==> src/rtl/ir_pkg.sv <==
// Shared types and constants for the IR sensor interface.
// The ambient-subtraction states exist only when IR_AMBIENT_SUB_EN is defined.
package ir_pkg;

  localparam int NUM_CH_DEF = 8;
  localparam int RES_W_DEF  = 12;
  localparam int CH_W       = 3;

  typedef enum logic [2:0] {
    IDLE,
    SETTLE,
    CONV,
    WAIT,
    DONE
`ifdef IR_AMBIENT_SUB_EN
    ,
    AMB_CONV,
    AMB_WAIT
`endif
  } state_t;

endpackage

==> src/rtl/ir_sensor_intf_if.sv <==
// A2D conversion handshake between the IR sequencer (master) and the A2D interface (slave).
// strt_cnv is a one-cycle request with chnnl valid; at most one conversion is outstanding,
// and cnv_cmplt is a one-cycle done strobe with res valid in that same cycle.
interface ir_sensor_intf_if #(
  parameter int RES_W = 12
);

  logic                      strt_cnv;
  logic [ir_pkg::CH_W-1:0]   chnnl;
  logic                      cnv_cmplt;
  logic [RES_W-1:0]          res;

  modport master (output strt_cnv, output chnnl, input cnv_cmplt, input res);
  modport slave  (input strt_cnv, input chnnl, output cnv_cmplt, output res);

endinterface

==> src/rtl/ir_tmr.sv <==
// Free-running sweep-period timer with terminal-count flag, plus a loadable
// settle down-counter whose done flag is high once it reaches zero.
module ir_tmr #(
  parameter int PERIOD_W   = 17,
  parameter int SETTLE_CYC = 4096
) (
  input  logic clk,
  input  logic rst_n,
  input  logic load,
  output logic tc,
  output logic settle_done
);

  localparam int SW = $clog2(SETTLE_CYC + 1);

  logic [PERIOD_W-1:0] period;
  logic [SW-1:0]       settle;

  always_ff @(posedge clk or negedge rst_n) begin
    if (!rst_n) begin
      period <= '0;
      settle <= '0;
    end else begin
      period <= period + PERIOD_W'(1);
      // Loading SETTLE_CYC-1 makes done true on the SETTLE_CYC-th clock after the load.
      if (load)
        settle <= SW'(SETTLE_CYC - 1);
      else if (settle != '0)
        settle <= settle - SW'(1);
    end
  end

  assign tc          = &period;
  assign settle_done = (settle == '0);

endmodule

==> src/rtl/ir_sensor_intf.sv <==
// IR sensor sweep sequencer: fires the emitters, converts all channels, stores readings.
// Define IR_AMBIENT_SUB_EN to add a dark (ambient) pass that is subtracted from the lit pass.
module ir_sensor_intf
  import ir_pkg::*;
#(
  parameter int PERIOD_W   = 17,
  parameter int SETTLE_CYC = 4096,
  parameter int NUM_CH     = NUM_CH_DEF,
  parameter int RES_W      = RES_W_DEF
) (
  input  logic                    clk,
  input  logic                    rst_n,
  input  logic                    en,
  output logic                    IR_en,
  ir_sensor_intf_if.master        a2d,
  output logic                    IR_vld,
  input  logic [CH_W-1:0]         rd_sel,
  output logic [RES_W-1:0]        rd_data,
  output logic [NUM_CH*RES_W-1:0] ir_all,
  output state_t                  fsm_state
);

  localparam logic [CH_W-1:0] LAST = CH_W'(NUM_CH - 1);

  state_t            state, nxt;
  logic [CH_W-1:0]   idx;
  logic              tc, settle_done, settle_load;
  logic              idx_clr, idx_inc, store_lit;
  logic [RES_W-1:0]  rdg [NUM_CH];
  logic [RES_W-1:0]  lit_val;

  ir_tmr #(.PERIOD_W(PERIOD_W), .SETTLE_CYC(SETTLE_CYC)) u_tmr (
    .clk         (clk),
    .rst_n       (rst_n),
    .load        (settle_load),
    .tc          (tc),
    .settle_done (settle_done)
  );

`ifdef IR_AMBIENT_SUB_EN
  logic              store_amb;
  logic [RES_W-1:0]  amb [NUM_CH];

  always_ff @(posedge clk or negedge rst_n) begin
    if (!rst_n) begin
      for (int k = 0; k < NUM_CH; k++) amb[k] <= '0;
    end else if (store_amb) begin
      amb[idx] <= a2d.res;
    end
  end

  // Lit minus dark, clamped at zero so a brighter ambient never wraps.
  assign lit_val = (a2d.res > amb[idx]) ? (a2d.res - amb[idx]) : '0;
`else
  assign lit_val = a2d.res;
`endif

  always_ff @(posedge clk or negedge rst_n) begin
    if (!rst_n) state <= IDLE;
    else        state <= nxt;
  end

  always_comb begin
    nxt          = state;
    IR_en        = 1'b0;
    a2d.strt_cnv = 1'b0;
    IR_vld       = 1'b0;
    settle_load  = 1'b0;
    idx_clr      = 1'b0;
    idx_inc      = 1'b0;
    store_lit    = 1'b0;
`ifdef IR_AMBIENT_SUB_EN
    store_amb    = 1'b0;
`endif
    case (state)
      IDLE: begin
        if (en && tc) begin
          idx_clr = 1'b1;
`ifdef IR_AMBIENT_SUB_EN
          nxt = AMB_CONV;
`else
          nxt         = SETTLE;
          settle_load = 1'b1;
`endif
        end
      end
`ifdef IR_AMBIENT_SUB_EN
      AMB_CONV: begin
        a2d.strt_cnv = 1'b1;
        nxt          = AMB_WAIT;
      end
      AMB_WAIT: begin
        if (a2d.cnv_cmplt) begin
          store_amb = 1'b1;
          if (idx == LAST) begin
            nxt         = SETTLE;
            settle_load = 1'b1;
            idx_clr     = 1'b1;
          end else begin
            idx_inc = 1'b1;
            nxt     = AMB_CONV;
          end
        end
      end
`endif
      SETTLE: begin
        IR_en = 1'b1;
        if (settle_done) nxt = CONV;
      end
      CONV: begin
        IR_en        = 1'b1;
        a2d.strt_cnv = 1'b1;
        nxt          = WAIT;
      end
      WAIT: begin
        IR_en = 1'b1;
        if (a2d.cnv_cmplt) begin
          store_lit = 1'b1;
          if (idx == LAST) begin
            nxt = DONE;
          end else begin
            idx_inc = 1'b1;
            nxt     = CONV;
          end
        end
      end
      DONE: begin
        IR_vld = 1'b1;
        nxt    = IDLE;
      end
      default: nxt = IDLE;
    endcase
    // Dropping en abandons the sweep; anything already stored is kept.
    if (state != IDLE && !en) nxt = IDLE;
  end

  always_ff @(posedge clk or negedge rst_n) begin
    if (!rst_n)       idx <= '0;
    else if (idx_clr) idx <= '0;
    else if (idx_inc) idx <= idx + CH_W'(1);
  end

  always_ff @(posedge clk or negedge rst_n) begin
    if (!rst_n) begin
      for (int k = 0; k < NUM_CH; k++) rdg[k] <= '0;
    end else if (store_lit) begin
      rdg[idx] <= lit_val;
    end
  end

  always_comb begin
    rd_data = '0;
    if (int'(rd_sel) < NUM_CH) rd_data = rdg[rd_sel];
  end

  for (genvar k = 0; k < NUM_CH; k++) begin : g_flat
    assign ir_all[k*RES_W +: RES_W] = rdg[k];
  end

  assign a2d.chnnl = idx;
  assign fsm_state = state;

endmodule

==> src/flat_wrapper.sv <==
// flat-port wrapper written by rule: the top's interface ports become plain ports
module ir_sensor_intf_flat import ir_pkg::*;
#(
  parameter int PERIOD_W   = 17,
  parameter int SETTLE_CYC = 4096,
  parameter int NUM_CH     = NUM_CH_DEF,
  parameter int RES_W      = RES_W_DEF
)
  (clk, rst_n, en, IR_en, IR_vld, rd_sel, rd_data, ir_all, fsm_state, a2d_strt_cnv, a2d_chnnl, a2d_cnv_cmplt, a2d_res);
  ir_sensor_intf_if #(.RES_W(RES_W)) a2d_i ();
  input  logic clk;
  input  logic rst_n;
  input  logic en;
  output logic IR_en;
  output logic IR_vld;
  input  logic [CH_W-1:0] rd_sel;
  output logic [RES_W-1:0] rd_data;
  output logic [NUM_CH*RES_W-1:0] ir_all;
  output state_t fsm_state;
  output wire logic [$bits(a2d_i.strt_cnv)-1:0] a2d_strt_cnv;
  output wire logic [$bits(a2d_i.chnnl)-1:0] a2d_chnnl;
  input wire logic [$bits(a2d_i.cnv_cmplt)-1:0] a2d_cnv_cmplt;
  input wire logic [$bits(a2d_i.res)-1:0] a2d_res;
  assign a2d_strt_cnv = a2d_i.strt_cnv;
  assign a2d_chnnl = a2d_i.chnnl;
  assign a2d_i.cnv_cmplt = a2d_cnv_cmplt;
  assign a2d_i.res = a2d_res;
  ir_sensor_intf #(.PERIOD_W(PERIOD_W), .SETTLE_CYC(SETTLE_CYC), .NUM_CH(NUM_CH), .RES_W(RES_W)) u_core (.clk(clk), .rst_n(rst_n), .en(en), .IR_en(IR_en), .a2d(a2d_i), .IR_vld(IR_vld), .rd_sel(rd_sel), .rd_data(rd_data), .ir_all(ir_all), .fsm_state(fsm_state));
endmodule
==> config.mk <==
export PLATFORM = sky130hd
export DESIGN_NAME = ir_sensor_intf_flat
export DESIGN_NICKNAME = d
export VERILOG_FILES = /design/src/rtl/ir_pkg.sv /design/src/rtl/ir_sensor_intf_if.sv /design/src/rtl/ir_tmr.sv /design/src/rtl/ir_sensor_intf.sv /design/src/flat_wrapper.sv
export SDC_FILE = /design/constraint.sdc
export NUM_CORES = 1
export LEC_CHECK = 0
export CORE_UTILIZATION = 30
export DETAILED_ROUTE_END_ITERATION = 12
export PLACE_DENSITY = 0.58
export SKIP_CTS_REPAIR_TIMING = 1
export SYNTH_ARGS = -nofsm -noshare
export SYNTH_HDL_FRONTEND = slang
export SYNTH_HIERARCHICAL = 1
export SYNTH_SLANG_ARGS = --single-unit
==> constraint.sdc <==
create_clock -name clk -period 2.2 [get_ports clk]
set_input_delay 0.33 -clock clk [delete_from_list [all_inputs] [get_ports clk]]
set_output_delay 0.33 -clock clk [all_outputs]
set_load 0.1 [all_outputs]
# Word-level counts from Yosys, hierarchy flattened
# Cells that the tools add are included.
[word_totals] mem_bits_rw=0 output_inout_bits=117 n_memories=0 ff_bits=132 romBits=0 latchBits=0 in_bits=19
[classes] n_reduce_logical=13 mux=26 add_sub_neg=3 order_cmp=3 n_bitwise=2 n_eq_ne=8 shifts=0 n_div=0 multipliers=0
[ops] cell="$bwmux W96" count=1
[ops] cell="$bmux W12 S3" count=1
[ops] cell="$demux W12 S3" count=1
[ops] cell="$mux W12" count=3
[ops] cell="$mux W13" count=2
[ops] cell="$mux W3" count=7
[ops] cell="$add A17 B1 Y17 const B" count=1
[ops] cell="$reduce_and A17 Y1" count=1
[ops] cell="$logic_not A13 Y1" count=1
[ops] cell="$reduce_bool A13 Y1" count=1
[ops] cell="$sub A13 B1 Y13 const B" count=1
[ops] cell="$pmux W3 S4" count=1
[ops] cell="$mux W1" count=10
[ops] cell="$ge A4 B4 Y1 const B" count=2
[ops] cell="$not A3 Y4" count=2
[ops] cell="$eq A3 B2 Y1 const B" count=2
[ops] cell="$eq A3 B3 Y1 const B" count=2
[ops] cell="$ne A3 B1 Y1 const B" count=2
[ops] cell="$lt A4 B1 Y1 const B" count=1
[ops] cell="$reduce_bool A2 Y1" count=2
[ops] cell="$add A3 B1 Y3 const B" count=1
[ops] cell="$eq A3 B1 Y1 const B" count=1
[ops] cell="$logic_and A1 B1 Y1" count=3
[ops] cell="$logic_not A3 Y1" count=1
[ops] cell="other kinds (5)" count=5

# Logic depth before layout (Yosys ltp)
[logic_depth] word_depth=6 depth_mapped=9

# By module
# Netlist, hierarchy kept.
[by_module_without_submodules] module="ir_sensor_intf" instances=1 cells_each=291 area_per_inst_um2=4715.8 seq_area_each_um2=2552.4
[by_module_without_submodules] module="ir_tmr" instances=1 cells_each=136 area_per_inst_um2=1452.6 seq_area_each_um2=750.7

# Least setup slack after synthesis
# OpenSTA, ideal clock, no wires.
[synth_path] kind="register to output" from="register u_core.state[1] (netlist: u_core/fsm_state[1])" to="output a2d_strt_cnv" path_slack_ps=-1481 arrival_ps=3351 required_ps=1870 n_path_buf=0 stages_incl_launch_ff=3 path_cell_list="dfrtp_1 inv_1 nor3_1"
[synth_between] elab_chain_len=2
[synth_lines] element="from (decl)" line="ir_sensor_intf.sv:25" text="state_t state, nxt;"
[synth_lines] element="from (signal assigned)" line="ir_sensor_intf.sv:60" text="else state <= nxt;"
[synth_lines] element="$eq A3 B2 Y1" line="ir_sensor_intf.sv:75" text="case (state)"
[synth_lines] element="$mux W1" line="ir_sensor_intf.sv:75"
[synth_lines] element="to (decl)" line="flat_wrapper.sv:20" text="output wire logic [$bits(a2d_i.strt_cnv)-1:0] a2d_strt_cnv;"
# Every way passes these cells.

# Worst setup path after layout
[layout_path] from="register u_core.rdg (netlist bit u_core/ir_all[59])" to="output rd_data[11]"
[layout_between] elab_chain_len=3
[layout_lines] element="from (decl)" line="ir_sensor_intf.sv:29" text="logic [RES_W-1:0] rdg [NUM_CH];"
[layout_lines] element="from (signal, indexed assignment)" line="ir_sensor_intf.sv:147" text="rdg[idx] <= lit_val;"
[layout_lines] element="$bmux W12 S3" line="ir_sensor_intf.sv:153" text="if (int'(rd_sel) < NUM_CH) rd_data = rdg[rd_sel];"
[layout_lines] element="$mux W12 (implied by the code) (2 in series)" line="ir_sensor_intf.sv:153"
[layout_lines] element="to (decl)" line="flat_wrapper.sv:17" text="output logic [RES_W-1:0] rd_data;"
# Every way passes these cells. The select of a mux whose other input is x is not followed.

==> run metrics <==
Final ANT Viol Nets=0; worst vdd ir=0.000537 V; Synth async-reset ratio=1.00; num rows=52; Worst-path clk slew=60 ps; final hold viol count=0; Die X-Extent=145 um; synth-to-layout area growth=38.3%; CTS tree=built; post-synthesis register bit count=132; worst-path maximum fanout=3; P_sw=0.00111 W; layout cells sized above 1=0.528; Power Density=613 nW/um^2; Worst-Skew Late Latency=420 ps; Pleak=4.23 nW; Cells after DPL=832; root buffer cell=clkbuf_16; most common cell in the synthesized netlist=dfrtp_1; Power Internal=0.00411 W; Pre-antenna DRT Iters=4; Worst slew margin=0.648; IO Port Bufs=135; number of synthesized flops with an enable pin=0; hpwl dp=11.1 mm; Min Clock Period, post-route=2090 ps; top-area cell type share of the netlist area=0.535; part of the power in registers=0.465; post-DR vias/cell=4.82; CTS sink cnt=132; global-route wire length before repair=25.6 mm; number of max-cap violations=0; full die area=21100 um^2; post-synth top area cell=dfrtp_1; YS warnings=6; Core Util, Final=0.423; ys flop type=dfrtp_1; Comb power frac=0.035; design area=8530 um^2; Starting Density=0.306; Max Root-Sink Buffers=2; syn_area_per_cell=14.4 um^2; fin cells=865; Hold WC Path Type=input pin to async pin; die span in y=145 um; CP required=1870 ps; total placed instance area=7940 um^2; final setup violation count=0; via count=4172; initial detailed-routing violation count=190; GRT overflow=0; Post-Syn Nets=452; gpl congestion=0.796; setup clock skew after layout=7.19 ps; Worst setup SP type=register; FILL cells=1871; initial antenna violation count=0; crit path kind=register to primary output; RSZ-0062 raised after global routing=false; Clock Power Share=0.500; largest net degree at the start of global routing=55; worst reg2reg path startpoint=u_core/u_tmr/period[0]; synthesized cell area=6170 um^2; crit end category=primary output; Netlist cell types=45; Max Fclk=478 MHz; measured slew at the worst slew-check pin=528 ps; drt drc=0; I/O pin cnt=136; number of global-route vias before repair=4400; synth cell count leaders=dfrtp_1, mux2_2, mux4_2; Post-Route WL=16.2 mm; final critical-path share of the clock period=0.951; core area=20200 um^2; H-tree depth=4; Crit. Startpoint=u_core/ir_all[59]; diode count=0; Max Slew Vio Count=0; status=completed; DR WL/cell=18.7 um; CP Data Arrival Time=1760 ps; Fin Hold WS=446 ps; R2R depth=8; Cells after Synth=427; Synth area leaders=dfrtp_1, mux2_2, mux4_2; nets=608; switching share of power=0.213; GRT Total Usage=0.160; clock buffer count from CTS=17; Seq/Total Area, Yosys=0.535
## worst max-delay path, stage by stage, from the launching register on
cell and delay, ps:
dfrtp_1 410, mux4_2 470, mux2_4 290, buf_12 170
## flip-flops by register name, summed over array words and instances (netlist names)
name	flops
u_core/a2d.chnnl	3
u_core/fsm_state	3
u_core/ir_all	96
u_core/u_tmr/period	17
u_core/u_tmr/settle	13
## per-layer routing
metal / global-route usage / share of wire / up-vias
li1: - / - / 1899
met1: 0.201 / 0.44 / 2165
met2: 0.260 / 0.49 / 98
met3: 0.0539 / 0.056 / 10
met4: 0.0500 / 0.012 / 0
met5: 0 / 0 / -
## area by class of cell
cell class / instances / area [um^2] / share of cell area
clock buffer: 24 / 472 / 0.0553
timing repair buffer: 155 / 1500 / 0.176
sequential: 132 / 3310 / 0.388
clock inverter: 7 / 76.3 / 0.00895
tap: 270 / 338 / 0.0396
inverter: 9 / 33.8 / 0.00396
multi-input combinational: 268 / 2800 / 0.328
## logic make-up after synthesis
logic type | share of synthesized area
compound gates | 0.0227
xor+xnor | 0.0213
fa+ha+maj | 0.0122
buf+inv | 0.0227
flops | 0.535
mux | 0.294
simple gates | 0.0915
## metrics by stage
| stage | power (W) | TNS, ps | setup WS [ps] |
|---|---|---|---|
| 3_5_place_dp | 0.00266 | -844 | -78.0 |
| 4_1_cts | 0.00531 | -6.73 | -6.73 |
| 6_report | 0.00522 | 0 | 107 |
| 5_1_grt | 0.00545 | 0 | 20.2 |
| 2_1_floorplan | 0.00252 | 0 | 36.0 |
| 3_3_place_gp | 0.00265 | -155 | -18.4 |
## cell usage in the layout (no fill, tap or decap), drive strengths merged, types with 3 or more instances in the layout
cell / count
nand2: 10
a21oi: 6
xor2: 7
nand2b: 3
or3: 5
xnor2: 8
clkdlybuf4s50: 15
ha: 6
mux2: 108
nor3: 11
and4b: 3
and3: 5
nor2b: 3
nor4: 5
or4: 3
o21ai: 7
clkbuf: 25
dfrtp: 132
nand3: 13
buf: 137
o31ai: 3
mux4: 24
or3b: 4
nor2: 16
inv: 9
clkinv: 4
## worst paths after layout
kind | to | slack (ps)
min reg2reg | u_core/u_tmr/period[16] | 480
min | u_core/u_tmr/period[1] | 450
min in group clk | u_core/u_tmr/period[16] | 480
max reg2reg | u_core/u_tmr/settle[2] | 130
max in group asynchronous | u_core/ir_all[40] | 1140
max | rd_data[11] | 110
## power groups by stage
stage                     Clock [W]  Combinational [W]  Sequential [W]
final                       0.00261           0.000185         0.00243
after global routing        0.00282           0.000204         0.00243
after CTS                   0.00269           0.000185         0.00243
after detailed placement          0           0.000184         0.00247
after global placement            0           0.000179         0.00247
after floorplan                   0          0.0000479         0.00247
Note: power is estimated with default switching activity, not from simulation.
